==> config.mk <==
export PLATFORM = sky130hd
export DESIGN_NAME = vc_credit_scheduler
export DESIGN_NICKNAME = d
export VERILOG_FILES = /design/src/rtl/vc_credit_scheduler.sv
export SDC_FILE = /design/constraint.sdc
export NUM_CORES = 1
export LEC_CHECK = 0
export CORE_MARGIN = 10
export CORE_UTILIZATION = 57
export CTS_CLUSTER_SIZE = 25
export DETAILED_ROUTE_END_ITERATION = 7
export PLACE_DENSITY = 0.86
export SLEW_MARGIN = 20
export SYNTH_ARGS = -nofsm -noshare
export SYNTH_HDL_FRONTEND = slang
export SYNTH_SLANG_ARGS = --single-unit
==> constraint.sdc <==
create_clock -name clk -period 16.68 [get_ports clk]
set_input_delay 2.502 -clock clk [delete_from_list [all_inputs] [get_ports clk]]
set_output_delay 2.502 -clock clk [all_outputs]
set_load 0.03 [all_outputs]
==> src/rtl/vc_credit_scheduler.sv <==
// Per-VC credit tracking and wormhole output scheduler (priority + round-robin); optional aging via VC_CREDIT_SCHED_AGING_EN.
// Request to out_valid in 1 cycle; stalls with the lock held while out_ready, vc_req or credit of the locked VC is low.
module vc_credit_scheduler #(
   parameter int VC_NUM       = 4,
   parameter int PRIO_WIDTH   = 2,
   parameter int CREDIT_MAX   = 16,
   parameter int STARVE_LIMIT = 8,
   localparam int VW = (VC_NUM > 1) ? $clog2(VC_NUM) : 1,
   localparam int CW = $clog2(CREDIT_MAX + 1)
) (
   input  logic                         clk,
   input  logic                         rst,
   input  logic [VC_NUM-1:0]            vc_req,
   input  logic [VC_NUM*PRIO_WIDTH-1:0] vc_prio,
   input  logic [VC_NUM-1:0]            vc_tail,
   output logic [VC_NUM-1:0]            grant,
   output logic                         out_valid,
   input  logic                         out_ready,
   output logic [VW-1:0]                out_vc,
   input  logic [VC_NUM-1:0]            credit_ret,
   output logic [VC_NUM*CW-1:0]         credit_cnt,
   output logic                         credit_err,
   output logic                         busy
);

   localparam logic [0:0] IDLE = 1'b0;
   localparam logic [0:0] LOCK = 1'b1;

   logic [0:0]            state;
   logic [VW-1:0]         sel_vc;
   logic [VW-1:0]         rr_ptr;
   logic [VW-1:0]         win_idx;
   logic [VW-1:0]         next_rr;
   logic                  win_found;
   logic                  fire;
   logic [PRIO_WIDTH:0]   key;
   logic [PRIO_WIDTH:0]   win_key;
   logic [VC_NUM-1:0]     elig;
   logic [VC_NUM-1:0]     aged;
   logic [CW-1:0]         cnt  [VC_NUM];
   logic [PRIO_WIDTH-1:0] prio [VC_NUM];

   for (genvar i = 0; i < VC_NUM; i++) begin : g_vc
      assign prio[i]                  = vc_prio[i*PRIO_WIDTH +: PRIO_WIDTH];
      assign elig[i]                  = vc_req[i] && (cnt[i] != '0);
      assign credit_cnt[i*CW +: CW]   = cnt[i];
   end

   // Circular scan from rr_ptr; only a strictly higher key displaces the current winner,
   // so ties fall to the first eligible VC at or after rr_ptr. The aged bit sits above priority.
   always_comb begin
      int idx;
      idx       = 0;
      key       = '0;
      win_key   = '0;
      win_idx   = '0;
      win_found = 1'b0;
      for (int k = 0; k < VC_NUM; k++) begin
         idx = int'(rr_ptr) + k;
         if (idx >= VC_NUM) idx = idx - VC_NUM;
         key = {aged[idx], prio[idx]};
         if (elig[idx] && (!win_found || key > win_key)) begin
            win_found = 1'b1;
            win_idx   = idx[VW-1:0];
            win_key   = key;
         end
      end
   end

   assign out_valid = (state == LOCK) && vc_req[sel_vc] && (cnt[sel_vc] != '0);
   assign fire      = out_valid && out_ready;
   assign busy      = (state == LOCK);
   assign out_vc    = sel_vc;
   assign next_rr   = (sel_vc == VW'(VC_NUM - 1)) ? '0 : sel_vc + 1'b1;

   always_comb begin
      grant = '0;
      if (fire) grant[sel_vc] = 1'b1;
   end

   always_ff @(posedge clk) begin
      if (rst) begin
         state  <= IDLE;
         sel_vc <= '0;
         rr_ptr <= '0;
      end else begin
         case (state)
            IDLE: if (win_found) begin
               sel_vc <= win_idx;
               state  <= LOCK;
            end
            default: if (fire && vc_tail[sel_vc]) begin
               state  <= IDLE;
               rr_ptr <= next_rr;
            end
         endcase
      end
   end

   always_ff @(posedge clk) begin
      if (rst) begin
         credit_err <= 1'b0;
         for (int i = 0; i < VC_NUM; i++) cnt[i] <= CW'(CREDIT_MAX);
      end else begin
         for (int i = 0; i < VC_NUM; i++) begin
            case ({grant[i], credit_ret[i]})
               2'b10:   cnt[i] <= cnt[i] - 1'b1;
               2'b01:   if (cnt[i] == CW'(CREDIT_MAX)) credit_err <= 1'b1;
                        else cnt[i] <= cnt[i] + 1'b1;
               default: ;
            endcase
         end
      end
   end

`ifdef VC_CREDIT_SCHED_AGING_EN
   localparam int AW = $clog2(STARVE_LIMIT + 1);
   logic [AW-1:0] age [VC_NUM];

   for (genvar i = 0; i < VC_NUM; i++) begin : g_aged
      assign aged[i] = (age[i] == AW'(STARVE_LIMIT));
   end

   always_ff @(posedge clk) begin
      if (rst) begin
         for (int i = 0; i < VC_NUM; i++) age[i] <= '0;
      end else if (state == IDLE && win_found) begin
         for (int i = 0; i < VC_NUM; i++) begin
            if (VW'(i) == win_idx) age[i] <= '0;
            else if (elig[i] && !aged[i]) age[i] <= age[i] + 1'b1;
         end
      end
   end
`else
   assign aged = '0;
`endif

endmodule
==> flow_metrics.py, run 1 <==
metrics = {
    "worst_hold_path": {
        "worst_hold_path.num_cells": 2,
        "hold_class": "flip-flop to flip-flop",
    },
    "timing": {
        "timing_worst_slew_pin_value_ns": 0.870,
        "grt_setup_unrepaired": "no",
        "post-route-period-util_pct": 50.8,
        "normalized_max_slew_margin_pct": 41.9,
        "finClkSkew_ns": 0.00623,
        "finalSetupViolCount": 0,
        "timing.final.max_slew_violations": 0,
        "final.min_clock_period_ns": 8.47,
        "max_freq_mhz": 118,
        "totalNegativeSetupSlack_ns": 0,
        "final-hold-violation-count": 0,
        "post-route-worst-setup-slack_ns": 8.21,
    },
    "power": {
        "sw_frac_of_total_pct": 42.8,
        "pwr-share-comb_pct": 55.3,
        "power.clock.fraction_pct": 14.0,
        "ir_worst_vdd_mv": 0.0760,
        "p_switching_w": 0.000168,
        "seq_power_share_pct": 30.7,
        "p_leak_nw": 1.28,
        "internal-power_w": 0.000226,
        "cellPowerDensity_mw_per_mm2": 118,
    },
    "clock_tree": {
        "cts_inserted_buffers": 3,
        "cts_hold_repair.buffers": 0,
        "clkSlewWorstSetupHoldPaths_ns": 0.09,
        "cts_tree": "built",
        "clockBufferDepth": 2,
        "cts_repair_resize_count": 0,
        "cts.repair_timing.setup_buffer_count": 0,
        "insertion_delay_ns": 0.29,
        "clock_sinks": 28,
        "cts-htree-levels": 1,
        "clk_root_buffer_cell": "clkbuf_8",
    },
    "yosys": {
        "synth-compound-area-share_pct": 19.1,
        "ys_ff_latch": 28,
        "largest_family_of_logic_cells_by_synthesized_area": "simple AND/OR/NAND/NOR gates",
        "cells_after_synth": 298,
        "muxShareOfSynthArea_pct": 10.2,
        "postSynth.topFlopCell": "edfxtp_1",
        "count_of_flip_flops_with_a_built_in_enable_after_synthesis": 20,
        "netlist_top_cells_area": "edfxtp_1 (22%), ha_1 (10%), dfxtp_1 (5.9%)",
        "synth_xor_xnor_area_share_pct": 2.88,
        "yosys_synthesis_warning_count": 0,
        "synthDominantCellAreaShare_pct": 21.9,
        "ys_seq_area_share_pct": 27.8,
        "mappedNetlistArea_sq_mm": 0.00274,
        "ys_async_sr_fraction_pct": 0,
        "syn_nets": 346,
        "synth-simple-area-share_pct": 23.3,
        "avgSynthCellArea_sq_um": 9.19,
        "synth_cell_types": 67,
        "synth_adder_area_share_pct": 12.2,
        "synth_area_leader_cell": "edfxtp_1",
    },
    "route": {
        "detail_route.vias_per_cell": 6.52,
        "detail_route.iter0.violations": 302,
        "firstDrtPassIters": 5,
        "drc": 0,
        "wl_per_cell_um": 18.0,
        "postRouteWirelength_um": 7140,
        "route.vias.total": 2583,
        "drt.antenna.violating_nets": 0,
    },
    "cells_and_area": {
        "final_common_cell": "clkdlybuf4s50_1",
        "most-common-layout-cells": "clkdlybuf4s50_1 (51), nor2_1 (24), ha_1 (22)",
        "areaGrowthSynthToFinish_pct": 21.8,
        "final_layout_size_suffix_gt1_share_pct": 9.65,
        "antenna_cells_inserted": 0,
        "number_of_cells_in_the_finished_layout_apart_from_fillers": 396,
        "total_nets_final": 391,
        "fillerInstances": 353,
    },
    "setup_path": {
        "path_buf_inv": 1,
        "worstSetupPathDepth": 26,
        "critical_path.startpoint_type": "input port",
        "critical_path_class": "input port to flip-flop",
        "worst_r2r_path_depth": 30,
        "timing.critical_path.arrival_ns": 8.67,
        "max_stage_delay_ns": 0.51,
        "cp.required_ns": 16.88,
        "cpLargestDelayFamily": "compound AO/OA/AOI/OAI gates",
        "critical_path.slowest_cell": "clkdlybuf4s50_1",
        "worstSetupEndpointType": "flip-flop",
        "worst-path-max-fanout": 7,
    },
    "grt": {
        "first_global_vias": 2412,
        "grtUsageTotal_pct": 17.8,
        "grt_max_degree": 33,
        "global_route.overflow_total": 0,
        "first_pass_grt_wire_length_um": 11400,
        "antenna_found_initial": 0,
    },
    "place": {
        "dpl.cell_count": 392,
        "pre_cts_ws_ns": 8.08,
        "dpl.hpwl_um": 5560,
        "port-buffer-count": 51,
        "globalplace.congestion": 0.941,
    },
    "die": {
        "fp-row-count": 25,
        "core_area_sq_mm": 0.00469,
        "start_util_pct": 58.3,
        "floorplan.io_pins": 52,
        "floorplan.die.height_um": 89.3,
        "die_width_um": 89.3,
        "design.die.area_sq_mm": 0.00797,
    },
    "job": {
        "max_cap_violations": 0,
    },
    "outcome": {
        "outcome": "complete, no violations",
    },
}
[logic make-up after synthesis]
group,count (synthesis)
AO/OA/AOI/OAI,74
buffers and inverters,28
adder cells (fa/ha/maj),25
flip-flops,28
AND/OR/NAND/NOR,113
XOR/XNOR,9
multiplexers,21
[final cells by class]
| type | instances | area, sq um | share of cell area, % |
|---|---|---|---|
| clock buffer | 3 | 41.3 | 1.24 |
| clock inverter | 1 | 30.0 | 0.901 |
| inverter | 16 | 60.1 | 1.80 |
| multi-input combinational | 242 | 1860 | 55.7 |
| sequential | 28 | 761 | 22.8 |
| tap | 54 | 67.6 | 2.03 |
| timing repair buffer | 52 | 518 | 15.5 |
[registers in the layout (all words and copies together), names as in the netlist, named ones only]
name	count
credit_err	1
cnt	20
busy	1
rr_ptr	2
out_vc	2
[through the flow]
step | area (sq um) | hold slack, ns | util, % | power (W)
2_1_floorplan | 2740 | 0.625 | - | 0.000273
3_3_place_gp | 3260 | 0.514 | 69.5 | 0.000330
3_5_place_dp | 3260 | 0.511 | 69.5 | 0.000338
4_1_cts | 3330 | 0.523 | 71.0 | 0.000394
5_1_grt | 3330 | 0.590 | 71.0 | 0.000420
6_report | 3330 | 0.526 | 71.0 | 0.000394
[layer usage]
layer  global-route usage [%]  share of wire, %  up-vias
met2                     28.8                46      141
met4                     5.92               1.5        0
met5                        0                 0        -
met3                     4.10               9.0       11
met1                     22.8                44     1219
li1                         -                 -     1212
[synthesized netlist by cell type (all sizes together) (5+ instances only)]
library cell and count:
ha 22, inv 16, xor2 5, or2 5, nand3 13, nand2 17
a21oi 15, mux2 7, nand2b 9, o211ai 5, mux2i 10, clkbuf 8
dfxtp 8, o21ai 14, and3 8, nor3 14, edfxtp 20, a21o 8
nor2 24, a31oi 7
[power by group through the flow]
stage	Sequential [W]	Clock (W)	Combinational, W
3_5_place_dp	0.000122	0	0.000216
4_1_cts	0.000121	0.0000553	0.000218
2_1_floorplan	0.000139	0	0.000134
3_3_place_gp	0.000121	0	0.000209
5_1_grt	0.000124	0.0000579	0.000238
6_report	0.000121	0.0000550	0.000218
[path summary, 6_finish.rpt]
| check | from | to | slack, ns |
|---|---|---|---|
| worst max-delay path | vc_req[2] | out_vc[0]$_SDFFE_PP0P_ | 8.21 |
| worst min-delay path | busy$_SDFF_PP0_ | busy$_SDFF_PP0_ | 0.53 |
| worst max register to register | cnt[3][1]$_DFFE_PP_ | out_vc[0]$_SDFFE_PP0P_ | 9.86 |
| worst min register to register | busy$_SDFF_PP0_ | busy$_SDFF_PP0_ | 0.53 |
[worst reg2reg max path: cells and delay by family, from the launching register on]
kind,cells,cell delay [ns]
muxes,2,0.68
adders and majority gates,4,0.81
and+or+nand+nor,10,1.93
AOI/OAI and AO/OA,12,2.63
DFF,1,0.53
buffers and inverters,2,0.18
Note: power is estimated with default switching activity, not from simulation.
==> inputs of run 2 (changes only) <==
--- a/config.mk
+++ b/config.mk
@@ -6,10 +6,10 @@
 export NUM_CORES = 1
 export LEC_CHECK = 0
 export CORE_MARGIN = 10
-export CORE_UTILIZATION = 57
+export CORE_UTILIZATION = 53
 export CTS_CLUSTER_SIZE = 25
 export DETAILED_ROUTE_END_ITERATION = 7
-export PLACE_DENSITY = 0.86
+export PLACE_DENSITY = 0.81
 export SLEW_MARGIN = 20
 export SYNTH_ARGS = -nofsm -noshare
 export SYNTH_HDL_FRONTEND = slang
==> constraint.sdc (replaced) <==
create_clock -name clk -period 8 [get_ports clk]
set_input_delay 1.2 -clock clk [delete_from_list [all_inputs] [get_ports clk]]
set_output_delay 1.2 -clock clk [all_outputs]
set_load 0.03 [all_outputs]
==> run 2 against run 1 <==
  * Register-to-register slack got worse by 8.7 ns
  * Final cell count increased by 3.8%
  * Critical path depth unchanged
  * Non-clock buffer count unchanged
  * Sequential power increased by 110%
  * Sequential share of layout area increased by 0.069 points
  * Sequential cell count unchanged
  * Critical path type unchanged
  * Global-route usage decreased by 1.6 points
  * Combinational power increased by 110%
  * Setup slack got worse by 7.4 ns
  * Cell area decreased by 0.30%
  * Clock skew increased by 0.0070 ns
==> flow_metrics.py, run 2 (same netlist as run 1, synthesis figures left out) <==
metrics = {
    "die": {
        "fp-row-count": 26,
        "core_area_sq_mm": 0.00504,
        "design.die.area_sq_mm": 0.00844,
        "start_util_pct": 54.3,
        "floorplan.io_pins": 52,
        "die_width_um": 91.9,
        "floorplan.die.height_um": 91.9,
    },
    "timing": {
        "post-route-worst-setup-slack_ns": 0.855,
        "timing.final.max_slew_violations": 0,
        "final-hold-violation-count": 0,
        "final.min_clock_period_ns": 7.14,
        "timing_worst_slew_pin_value_ns": 0.896,
        "grt_setup_unrepaired": "no",
        "finClkSkew_ns": 0.0132,
        "max_freq_mhz": 140,
        "post-route-period-util_pct": 89.3,
        "totalNegativeSetupSlack_ns": 0,
        "finalSetupViolCount": 0,
        "normalized_max_slew_margin_pct": 40.2,
    },
    "power": {
        "cellPowerDensity_mw_per_mm2": 235,
        "ir_worst_vdd_mv": 0.184,
        "p_leak_nw": 1.27,
    },
    "cells_and_area": {
        "final_common_cell": "clkdlybuf4s50_1",
        "finalCoreUtilization_pct": 65.9,
        "total_nets_final": 391,
        "fillerInstances": 444,
        "largest-register": "cnt",
        "most-common-layout-cells": "clkdlybuf4s50_1 (51), nor2_1 (24), ha_1 (22)",
        "flip_flop_count_of_the_largest_register_after_layout": 20,
        "antenna_cells_inserted": 0,
        "final_layout_size_suffix_gt1_share_pct": 9.38,
        "areaGrowthSynthToFinish_pct": 21.4,
    },
    "job": {
        "max_cap_violations": 0,
    },
    "setup_path": {
        "timing.critical_path.arrival_ns": 7.33,
        "worst-path-max-fanout": 7,
        "critical_path.startpoint_type": "input port",
        "critical_path_class": "input port to flip-flop",
        "critical_path.slowest_cell": "clkdlybuf4s50_1",
        "worst_r2r_path_depth": 30,
        "cp.required_ns": 8.18,
        "max_stage_delay_ns": 0.52,
        "worstSetupEndpointType": "flip-flop",
    },
    "clock_tree": {
        "clockBufferDepth": 2,
        "cts_inserted_buffers": 3,
        "insertion_delay_ns": 0.27,
        "cts-htree-levels": 1,
        "clkSlewWorstSetupHoldPaths_ns": 0.10,
        "cts_hold_repair.buffers": 0,
        "clk_root_buffer_cell": "clkbuf_8",
        "clock_sinks": 28,
        "cts_repair_resize_count": 0,
        "cts_tree": "built",
        "cts.repair_timing.setup_buffer_count": 0,
    },
    "route": {
        "wl_per_cell_um": 17.2,
        "postRouteWirelength_um": 7060,
        "route.vias.total": 2514,
        "detail_route.vias_per_cell": 6.12,
        "detail_route.iter0.violations": 144,
        "firstDrtPassIters": 4,
        "drt.antenna.violating_nets": 0,
        "drc": 0,
    },
    "place": {
        "dpl.hpwl_um": 5550,
        "pre_cts_ws_ns": 0.705,
        "globalplace.congestion": 0.963,
        "port-buffer-count": 51,
    },
    "grt": {
        "grtUsageTotal_pct": 16.2,
        "grt_max_degree": 33,
        "global_route.overflow_total": 0,
        "first_pass_grt_wire_length_um": 11800,
        "antenna_found_initial": 0,
        "first_global_vias": 2439,
    },
    "worst_hold_path": {
        "hold_class": "flip-flop to flip-flop",
        "worst_hold_path.num_cells": 2,
    },
    "outcome": {
        "outcome": "complete, no violations",
    },
}
-- run 2: cell type report --
type	count	area (sq um)	share of cell area, %
Multi-Input combinational cell	242	1860	55.8
Sequential cell	28	761	22.9
Timing Repair Buffer	52	518	15.6
Tap cell	70	87.6	2.64
Inverter	16	60.1	1.81
Clock buffer	3	41.3	1.24
-- run 2: through the flow --
step / hold slack [ns] / instances / area (sq um) / power (W)
2_1_floorplan: 0.625 / 298 / 2740 / 0.000570
3_3_place_gp: 0.519 / 408 / 3280 / 0.000689
3_5_place_dp: 0.546 / 408 / 3280 / 0.000704
4_1_cts: 0.560 / 411 / 3320 / 0.000782
5_1_grt: 0.599 / 411 / 3320 / 0.000835
6_report: 0.553 / 411 / 3320 / 0.000781
-- run 2: layer usage --
layer	vias to the layer above	track usage [%]	wire, um
li1	1212	-	-
met1	1191	19.3	2980
met2	103	29.3	3530
met3	8	3.59	477
met4	0	2.70	70
met5	-	0	0
-- run 2: report_power, final --
group | internal [W] | switching, W | leakage, nW
Sequential | 0.000195 | 0.0000573 | 0.272
Clock | 0.0000338 | 0.0000418 | 0.0216
Combinational | 0.000208 | 0.000244 | 0.975
Total | 0.000437 | 0.000344 | 1.27
-- run 2: worst paths after layout --
kind / from / to / slack, ns
setup / recovery: vc_req[2] / out_vc[0]$_SDFFE_PP0P_ / 0.86
hold / removal: busy$_SDFF_PP0_ / busy$_SDFF_PP0_ / 0.55
setup reg to reg: cnt[3][1]$_DFFE_PP_ / out_vc[0]$_SDFFE_PP0P_ / 1.20
hold reg to reg: busy$_SDFF_PP0_ / busy$_SDFF_PP0_ / 0.55
-- run 2: critical path, delay by kind of cell --
kind / cells / cell delay [ns]
adder cells (fa/ha/maj): 3 / 0.83
AND/OR/NAND/NOR: 7 / 1.10
multiplexers: 2 / 0.66
AO/OA/AOI/OAI: 13 / 2.99
buffers and inverters: 1 / 0.52
